**src/rtl/bht_resolver.sv**
```systemverilog
// Branch history table with saturating counters, a one-deep pending update stage,
// an init sweep after reset/flush and accuracy statistics. Optional macro: BHT_GSHARE_EN.
module bht_resolver #(
  parameter int INDEX_BITS = 6,
  parameter int CTR_WIDTH  = 2,
  parameter int CNT_WIDTH  = 16
) (
  input  logic                  i_clk,
  input  logic                  i_reset_n,
  input  logic                  i_flush,
  input  logic [INDEX_BITS-1:0] i_lk_index,
  output logic                  o_lk_prediction,
  input  logic                  i_res_valid,
  output logic                  o_res_ready,
  input  logic [INDEX_BITS-1:0] i_res_index,
  input  logic                  i_res_taken,
  input  logic                  i_res_predicted,
  output logic                  o_busy,
  input  logic                  i_stats_clear,
  output logic [CNT_WIDTH-1:0]  o_resolve_count,
  output logic [CNT_WIDTH-1:0]  o_mispredict_count
);

  localparam int                    DEPTH      = 1 << INDEX_BITS;
  localparam logic [CTR_WIDTH-1:0]  CTR_MAX    = '1;
  localparam logic [CTR_WIDTH-1:0]  WEAK_T     = ~(CTR_MAX >> 1);
  localparam logic [INDEX_BITS-1:0] SWEEP_LAST = '1;
  localparam logic [CNT_WIDTH-1:0]  CNT_MAX    = '1;

  typedef enum logic {ST_INIT, ST_RUN} state_t;

  state_t                  r_state;
  state_t                  w_state_next;
  logic [INDEX_BITS-1:0]   r_sweep_idx;
  logic [INDEX_BITS-1:0]   w_sweep_idx_next;
  logic [CTR_WIDTH-1:0]    r_table [DEPTH];

  logic                    r_pend_valid;
  logic [INDEX_BITS-1:0]   r_pend_idx;
  logic                    r_pend_taken;
  logic                    r_pend_pred;

  logic [CNT_WIDTH-1:0]    r_resolve_count;
  logic [CNT_WIDTH-1:0]    r_mispredict_count;

  logic [INDEX_BITS-1:0]   w_lk_addr;
  logic [INDEX_BITS-1:0]   w_res_addr;
  logic                    w_accept;
  logic                    w_commit;
  logic                    w_init_we;
  logic [CTR_WIDTH-1:0]    w_old_ctr;
  logic [CTR_WIDTH-1:0]    w_new_ctr;

`ifdef BHT_GSHARE_EN
  logic [INDEX_BITS-1:0]   r_ghr;

  assign w_lk_addr  = i_lk_index ^ r_ghr;
  assign w_res_addr = i_res_index ^ r_ghr;

  always_ff @(posedge i_clk or negedge i_reset_n) begin
    if (!i_reset_n) begin
      r_ghr <= '0;
    end else if (i_flush) begin
      r_ghr <= '0;
    end else if (w_accept) begin
      r_ghr <= (r_ghr << 1) | INDEX_BITS'(i_res_taken);
    end
  end
`else
  assign w_lk_addr  = i_lk_index;
  assign w_res_addr = i_res_index;
`endif

  always_ff @(posedge i_clk or negedge i_reset_n) begin
    if (!i_reset_n) begin
      r_state     <= ST_INIT;
      r_sweep_idx <= '0;
    end else begin
      r_state     <= w_state_next;
      r_sweep_idx <= w_sweep_idx_next;
    end
  end

  always_comb begin
    w_state_next     = r_state;
    w_sweep_idx_next = r_sweep_idx;
    o_busy           = 1'b0;
    o_res_ready      = 1'b0;
    case (r_state)
      ST_INIT: begin
        o_busy = 1'b1;
        if (i_flush) begin
          w_sweep_idx_next = '0;
        end else begin
          w_sweep_idx_next = r_sweep_idx + 1'b1;
          if (r_sweep_idx == SWEEP_LAST) begin
            w_state_next = ST_RUN;
          end
        end
      end
      ST_RUN: begin
        o_res_ready = 1'b1;
        if (i_flush) begin
          w_state_next     = ST_INIT;
          w_sweep_idx_next = '0;
        end
      end
      default: begin
        w_state_next     = ST_INIT;
        w_sweep_idx_next = '0;
      end
    endcase
  end

  // A flush wins over both the incoming handshake and the pending write.
  assign w_accept  = i_res_valid & o_res_ready & ~i_flush;
  assign w_commit  = r_pend_valid & ~i_flush;
  assign w_init_we = (r_state == ST_INIT) & ~i_flush;

  always_ff @(posedge i_clk or negedge i_reset_n) begin
    if (!i_reset_n) begin
      r_pend_valid <= 1'b0;
      r_pend_idx   <= '0;
      r_pend_taken <= 1'b0;
      r_pend_pred  <= 1'b0;
    end else begin
      r_pend_valid <= w_accept;
      if (w_accept) begin
        r_pend_idx   <= w_res_addr;
        r_pend_taken <= i_res_taken;
        r_pend_pred  <= i_res_predicted;
      end
    end
  end

  // Reading after the previous edge's write makes back-to-back same-index updates chain.
  assign w_old_ctr = r_table[r_pend_idx];

  always_comb begin
    w_new_ctr = w_old_ctr;
    if (r_pend_taken) begin
      if (w_old_ctr != CTR_MAX) w_new_ctr = w_old_ctr + 1'b1;
    end else begin
      if (w_old_ctr != '0) w_new_ctr = w_old_ctr - 1'b1;
    end
  end

  always_ff @(posedge i_clk) begin
    if (w_init_we) begin
      r_table[r_sweep_idx] <= WEAK_T;
    end else if (w_commit) begin
      r_table[r_pend_idx] <= w_new_ctr;
    end
  end

  always_ff @(posedge i_clk or negedge i_reset_n) begin
    if (!i_reset_n) begin
      r_resolve_count    <= '0;
      r_mispredict_count <= '0;
    end else if (i_stats_clear) begin
      r_resolve_count    <= '0;
      r_mispredict_count <= '0;
    end else if (w_commit) begin
      if (r_resolve_count != CNT_MAX) r_resolve_count <= r_resolve_count + 1'b1;
      if ((r_pend_taken != r_pend_pred) && (r_mispredict_count != CNT_MAX)) begin
        r_mispredict_count <= r_mispredict_count + 1'b1;
      end
    end
  end

  assign o_resolve_count    = r_resolve_count;
  assign o_mispredict_count = r_mispredict_count;
  assign o_lk_prediction    = (r_state == ST_INIT) ? 1'b1 : r_table[w_lk_addr][CTR_WIDTH-1];

endmodule

```
**config.mk**
```make
export PLATFORM = sky130hd
export DESIGN_NAME = bht_resolver
export DESIGN_NICKNAME = d
export VERILOG_FILES = /design/src/rtl/bht_resolver.sv
export SDC_FILE = /design/constraint.sdc
export NUM_CORES = 1
export LEC_CHECK = 0
export CAP_MARGIN = 20
export CORE_MARGIN = 10
export CORE_UTILIZATION = 50
export DETAILED_ROUTE_END_ITERATION = 16
export MAX_ROUTING_LAYER = met4
export PLACE_DENSITY = 0.73
export SLEW_MARGIN = 30
export SYNTH_ARGS = -nofsm -noshare
export SYNTH_HDL_FRONTEND = slang
export SYNTH_SLANG_ARGS = --single-unit
export TNS_END_PERCENT = 1
```
**constraint.sdc**
```tcl
create_clock -name i_clk -period 7 [get_ports i_clk]
set_input_delay 1.05 -clock i_clk [delete_from_list [all_inputs] [get_ports i_clk]]
set_output_delay 1.05 -clock i_clk [all_outputs]
set_load 0.005 [all_outputs]
```
# ---- Word-level counts from Yosys, hierarchy flattened
# Memory sizes are Yosys's and may differ from the RTL's.
# Cells that the tools add are included.
dict set report classes {
  addsub 5
  multipliers 0
  n_div 0
  n_lt_le_gt_ge 0
  eq_ne 6
  shifts 0
  mux 27
  bitwise_logic 6
  reduce_logical 8
}
# operator count
set op_table {}
lappend op_table {{$mux W16} 6}
lappend op_table {{$add A16 B1 Y16 const B} 2}
lappend op_table {{$ne A16 B16 Y1 const B} 2}
lappend op_table {{$mux W6} 3}
lappend op_table {{$mux W1} 12}
lappend op_table {{$pmux W6 S2} 1}
lappend op_table {{$mux W2} 4}
lappend op_table {{$reduce_bool A2 Y1} 4}
lappend op_table {{$add A6 B1 Y6 const B} 1}
lappend op_table {{$eq A6 B6 Y1 const B} 1}
lappend op_table {{$and A1 B1 Y1} 4}
lappend op_table {{$ne A2 B2 Y1 const B} 2}
lappend op_table {{$reduce_and A2 Y1} 2}
lappend op_table {{$add A2 B1 Y2 const B} 1}
lappend op_table {{$not A1 Y1} 2}
lappend op_table {{$pmux W1 S2} 1}
lappend op_table {{$reduce_or A2 Y1} 1}
lappend op_table {{$sub A2 B1 Y2 const B} 1}
lappend op_table {{$logic_and A1 B1 Y1} 1}
lappend op_table {{$ne A1 B1 Y1} 1}
dict set report word_totals {
  regBits 48
  latch_bits 0
  ramBits 128
  romBits 0
  inputBits 19
  wordCells 61
  memories 1
}
# name words word_bits rd rd_ports_with_merged_regs wr line
set mem_list {}
lappend mem_list {r_table 64 2 2 0 1 36} ;# logic [CTR_WIDTH-1:0] r_table [DEPTH];

# ---- Logic depth before layout (Yosys ltp)
dict set report logic_depth {
  word_depth 7
  mapped_depth 9
  depth_no_buf 7
}

# ---- Least setup slack after synthesis
# OpenSTA, ideal clock, no wires.
dict set report synth_timing {
  path_kind {register to register}
  from {reg r_pend_idx[1]}
  to {mem r_table[0][1] (data pin)}
  setup_ns 0.702
  t_arrival_ns 4.165
  required_time_ns 6.298
  setup_slack_ns 2.134
  path_stages_with_launch 9
  path_buffers 1
  period_less_slack_ns 4.866
  cell_sequence {dfrtp_1 buf_1 clkinv_1 mux2i_1 o22ai_1 o21ai_0 o21ai_0 a21oi_1 o21ai_0}
}
dict set report synth_via {
  elab_chain_len 5
  elab_cells_between_ends 9
  classes_between {2 x add/sub; 1 x eq/ne; 4 x mux; 1 x reduce/logical; 1 x memory}
}
# item line
set synth_lines {}
lappend synth_lines {{from (decl)} 39} ;# logic [INDEX_BITS-1:0] r_pend_idx;
lappend synth_lines {{from (signal assigned)} 129} ;# r_pend_idx <= w_res_addr;
lappend synth_lines {{$mem_v2 Z64 W2 *} n/a}
lappend synth_lines {{$sub A2 B1 Y2 (tied with other cells)} 144} ;# if (w_old_ctr != '0) w_new_ctr = w_old_ctr - 1'b1;
lappend synth_lines {{$mux W2 (on tied branches)} {144, 142}}
lappend synth_lines {{$mux W2 *} 141} ;# if (r_pend_taken) begin
lappend synth_lines {{$mux W2 (no line) *} n/a}
lappend synth_lines {{to (decl)} 36}
# Every way passes the cells marked *; elsewhere a longest branch is shown, timed or not.

# ---- Worst setup path after layout
dict set report layout_timing {
  from {in i_lk_index[1]}
  to {out o_lk_prediction}
}
dict set report layout_via {
  elab_chain_len 2
}
# item line
set layout_lines {}
lappend layout_lines {{from (decl)} 11} ;# input logic [INDEX_BITS-1:0] i_lk_index,
lappend layout_lines {{$mem_v2 Z64 W2} n/a}
lappend layout_lines {{$mux W1} 173} ;# assign o_lk_prediction = (r_state == ST_INIT) ? 1'b1 : r_table[w_lk_addr][CTR_WIDTH-1];
lappend layout_lines {{to (decl)} 12} ;# output logic o_lk_prediction,
# No other way between the ends.

==> metrics <==
crit path to=o_lk_prediction; via count=5434; Post-CTS Hold Fix Bufs=0; CTS H-tree lvls=4; vias in the first global route=5410; deepest clock path buffer count=2; R2R Setup Slk=3.44 ns; Placement Cell Area=8927 um2; mapped cell area=8184 um2; total core area=15940 um2; gp weighted congestion=0.8849; Clock Skew=0.009177 ns; crit path launch type=input port; Int Pwr=1.752 mW; Ant. Diodes=0; Hold Path Depth=2; post-CTS sizing=0; Inserted Clock Buffers=17; Yosys top cell area share=0.4697; DIE AREA=21890 um2; Final Hold Fails=0; Detailed Routing Iterations Pass 1=5; GRT Total Usage=0.1841; Die X=147.9 um; P&R area growth vs syn=16.45%; WL/cell=21.55 um; Crit-path slowest cell=clkdlybuf4s50_1; max-slew violation count=0; layout cells sized above 1=0.1393; most numerous cell in the Yosys netlist=edfxtp_1; CTS tree=yes; PwrDens=232.1 nW/um2; CP Max Fanout=16; number of synthesized register bits=176; share of flip-flops with an asynchronous set or reset=0.2727; largest cells by area after synthesis=edfxtp_1, dfrtp_1, mux4_2, nor2_1, nand2_1; Via density=6.099; WS Path Type=in -> out; post-synthesis cell type count=41; CP peak stage delay=0.98 ns; Slew Limit Headroom=0.4215; VDD IR max=206.6 uV; leakage power=3.349 nW; DRT iter0 DRCs=533; fin crit share=0.7357; Root Buffer Master=clkbuf_16; Setup TNS=0 ns; Initial Util=0.5133; DRC=0; Max Cap Viol=0; Routed WL=19.20 mm; top_reg_cell synth=edfxtp_1; post-route cell area=9530 um2; origin of the critical flop-to-flop path=r_pend_idx[0]; CTS sink count=176; power consumption=2.212 mW; Combinational Power Share=0.049; IO buf count=53; Fillers=1256; post-CTS setup buffers=0; largest net degree at the start of global routing=65; Syn Area/Cell=13.44 um2; Ports=54; Clk Latency, worst-skew pair=0.44 ns; Seq/Total Area, Yosys=0.6164; Overflow after GRT=0; ANT nets after route=0; Worst Tran Pin Value=0.8599 ns; Post-synth EDFFs=128; Sequential Power Share=0.507; WP data required=5.95 ns; Clk pwr share=0.444; Psw=0.4607 mW; largest area contributor in the netlist=edfxtp_1; HP Class=reg -> reg; final setup vio count=0; crit path DAT=4.10 ns; cell mode on critical path=mux4_2; Critical path origin=i_lk_index[1]; unrepaired setup endpoints after global routing=no; R2R depth=9; hpwl dp=12.83 mm; Fmax=0.1942 GHz; Sw Share=0.2082; initial antenna violation count=0; yosys warns=0; Final min period=5.150 ns; cells after synthesis=609; # nets final=684; Reg clk slew, reported paths=0.06 ns; outcome=completed; first-pass GRT wire length=30.23 mm; Die Y=147.9 um; CP endpoint kind=primary output; synth cell count leaders=edfxtp_1, nor2_1, nand2_1; worst path cell trace=clkdlybuf4s50_1, mux4_2, mux4_2, mux4_2, nand2b_1, clkdlybuf4s50_1; Std-Cell Rows=46; syn nets=631; Worst R2R End=r_table[43][0]
per-layer routing:
layer / vias up / track usage / share of wire
met5: - / - / 0
met4: 0 / 0.07086 / 0.028
met3: 45 / 0.05464 / 0.085
met2: 277 / 0.2890 / 0.49
met1: 2732 / 0.2210 / 0.40
li1: 2380 / - / -
power by group through the flow:
stage	registers (mW)	logic [mW]	clock network [mW]
floorplan	1.14	0.0721	0
global placement	1.14	0.108	0
detailed placement	1.14	0.110	0
CTS	1.12	0.110	0.994
global route	1.12	0.119	1.04
finish	1.12	0.109	0.981
worst max-delay path, delay by kind of cell:
family	cells	cell delay, ns
buf+inv	2	1.46
mux	3	1.40
simple gates	1	0.18
worst min-delay path by stage:
stage,from,endpoint,slack (ns)
floorplan,r_pend_pred,r_pend_pred,0.47
global placement,r_pend_pred,r_pend_pred,0.48
detailed placement,r_pend_pred,r_pend_pred,0.51
CTS,r_pend_pred,r_pend_pred,0.53
global route,r_pend_pred,r_pend_pred,0.58
finish,r_pend_pred,r_pend_pred,0.53
cells in the final DEF (no fill, tap or decap), types with 4 or more instances in the layout:
cell,Yosys,final
nor2_1,113,113
nor4_1,5,5
and3_1,4,4
nor3_1,4,4
o21ai_0,17,16
mux2i_1,6,6
buf_4,1,6
bufinv_16,0,4
dfrtp_1,48,47
clkinv_2,0,4
clkbuf_16,0,17
mux4_2,53,53
nand3_1,30,30
xor2_1,25,25
inv_1,8,8
clkbuf_1,15,4
edfxtp_1,128,128
nand4_1,11,11
nand2_1,69,69
nand2b_1,7,7
clkdlybuf4s50_1,0,50
a22oi_1,6,6
nor2b_1,4,4
a21oi_1,7,6
xnor2_1,9,9
registers in the layout, indices dropped and copies added, names as in the netlist:
name and count:
o_mispredict_count 16, o_resolve_count 16, r_pend_idx 6, r_pend_pred 1, r_pend_taken 1, r_pend_valid 1, r_state 1, r_sweep_idx 6
r_table 128
metrics by stage:
step / hold WS [ns] / std cells / utilization / worst slack, ns
2_1_floorplan: 0.4652 / 609 / - / 2.134
3_3_place_gp: 0.4804 / 859 / 0.5604 / 1.441
3_5_place_dp: 0.5091 / 859 / 0.5600 / 1.831
4_1_cts: 0.5280 / 891 / 0.5978 / 1.836
5_1_grt: 0.5755 / 891 / 0.5978 / 1.795
6_report: 0.5264 / 891 / 0.5978 / 1.850
final cells by class:
class                   instances  area, um2  share of cell area
well taps                     216      270.3             0.02836
inverters                      10      37.54            0.003939
clock inverters                11      162.7             0.01707
clock buffers                  21      440.4             0.04621
repair buffers                 58      555.5             0.05829
multi-input cells             399       3018              0.3167
flip-flops and latches        176       5046              0.5295
cells by family after synthesis:
| kind of cell | share of synthesized area |
|---|---|
| DFF | 0.6164 |
| buffers and inverters | 0.01758 |
| muxes | 0.1532 |
| adders and majority gates | 0.004587 |
| xor gates and xnor gates | 0.03639 |
| AOI/OAI and AO/OA | 0.03409 |
| and+or+nand+nor | 0.1377 |
Note: power is estimated with default switching activity, not from simulation.
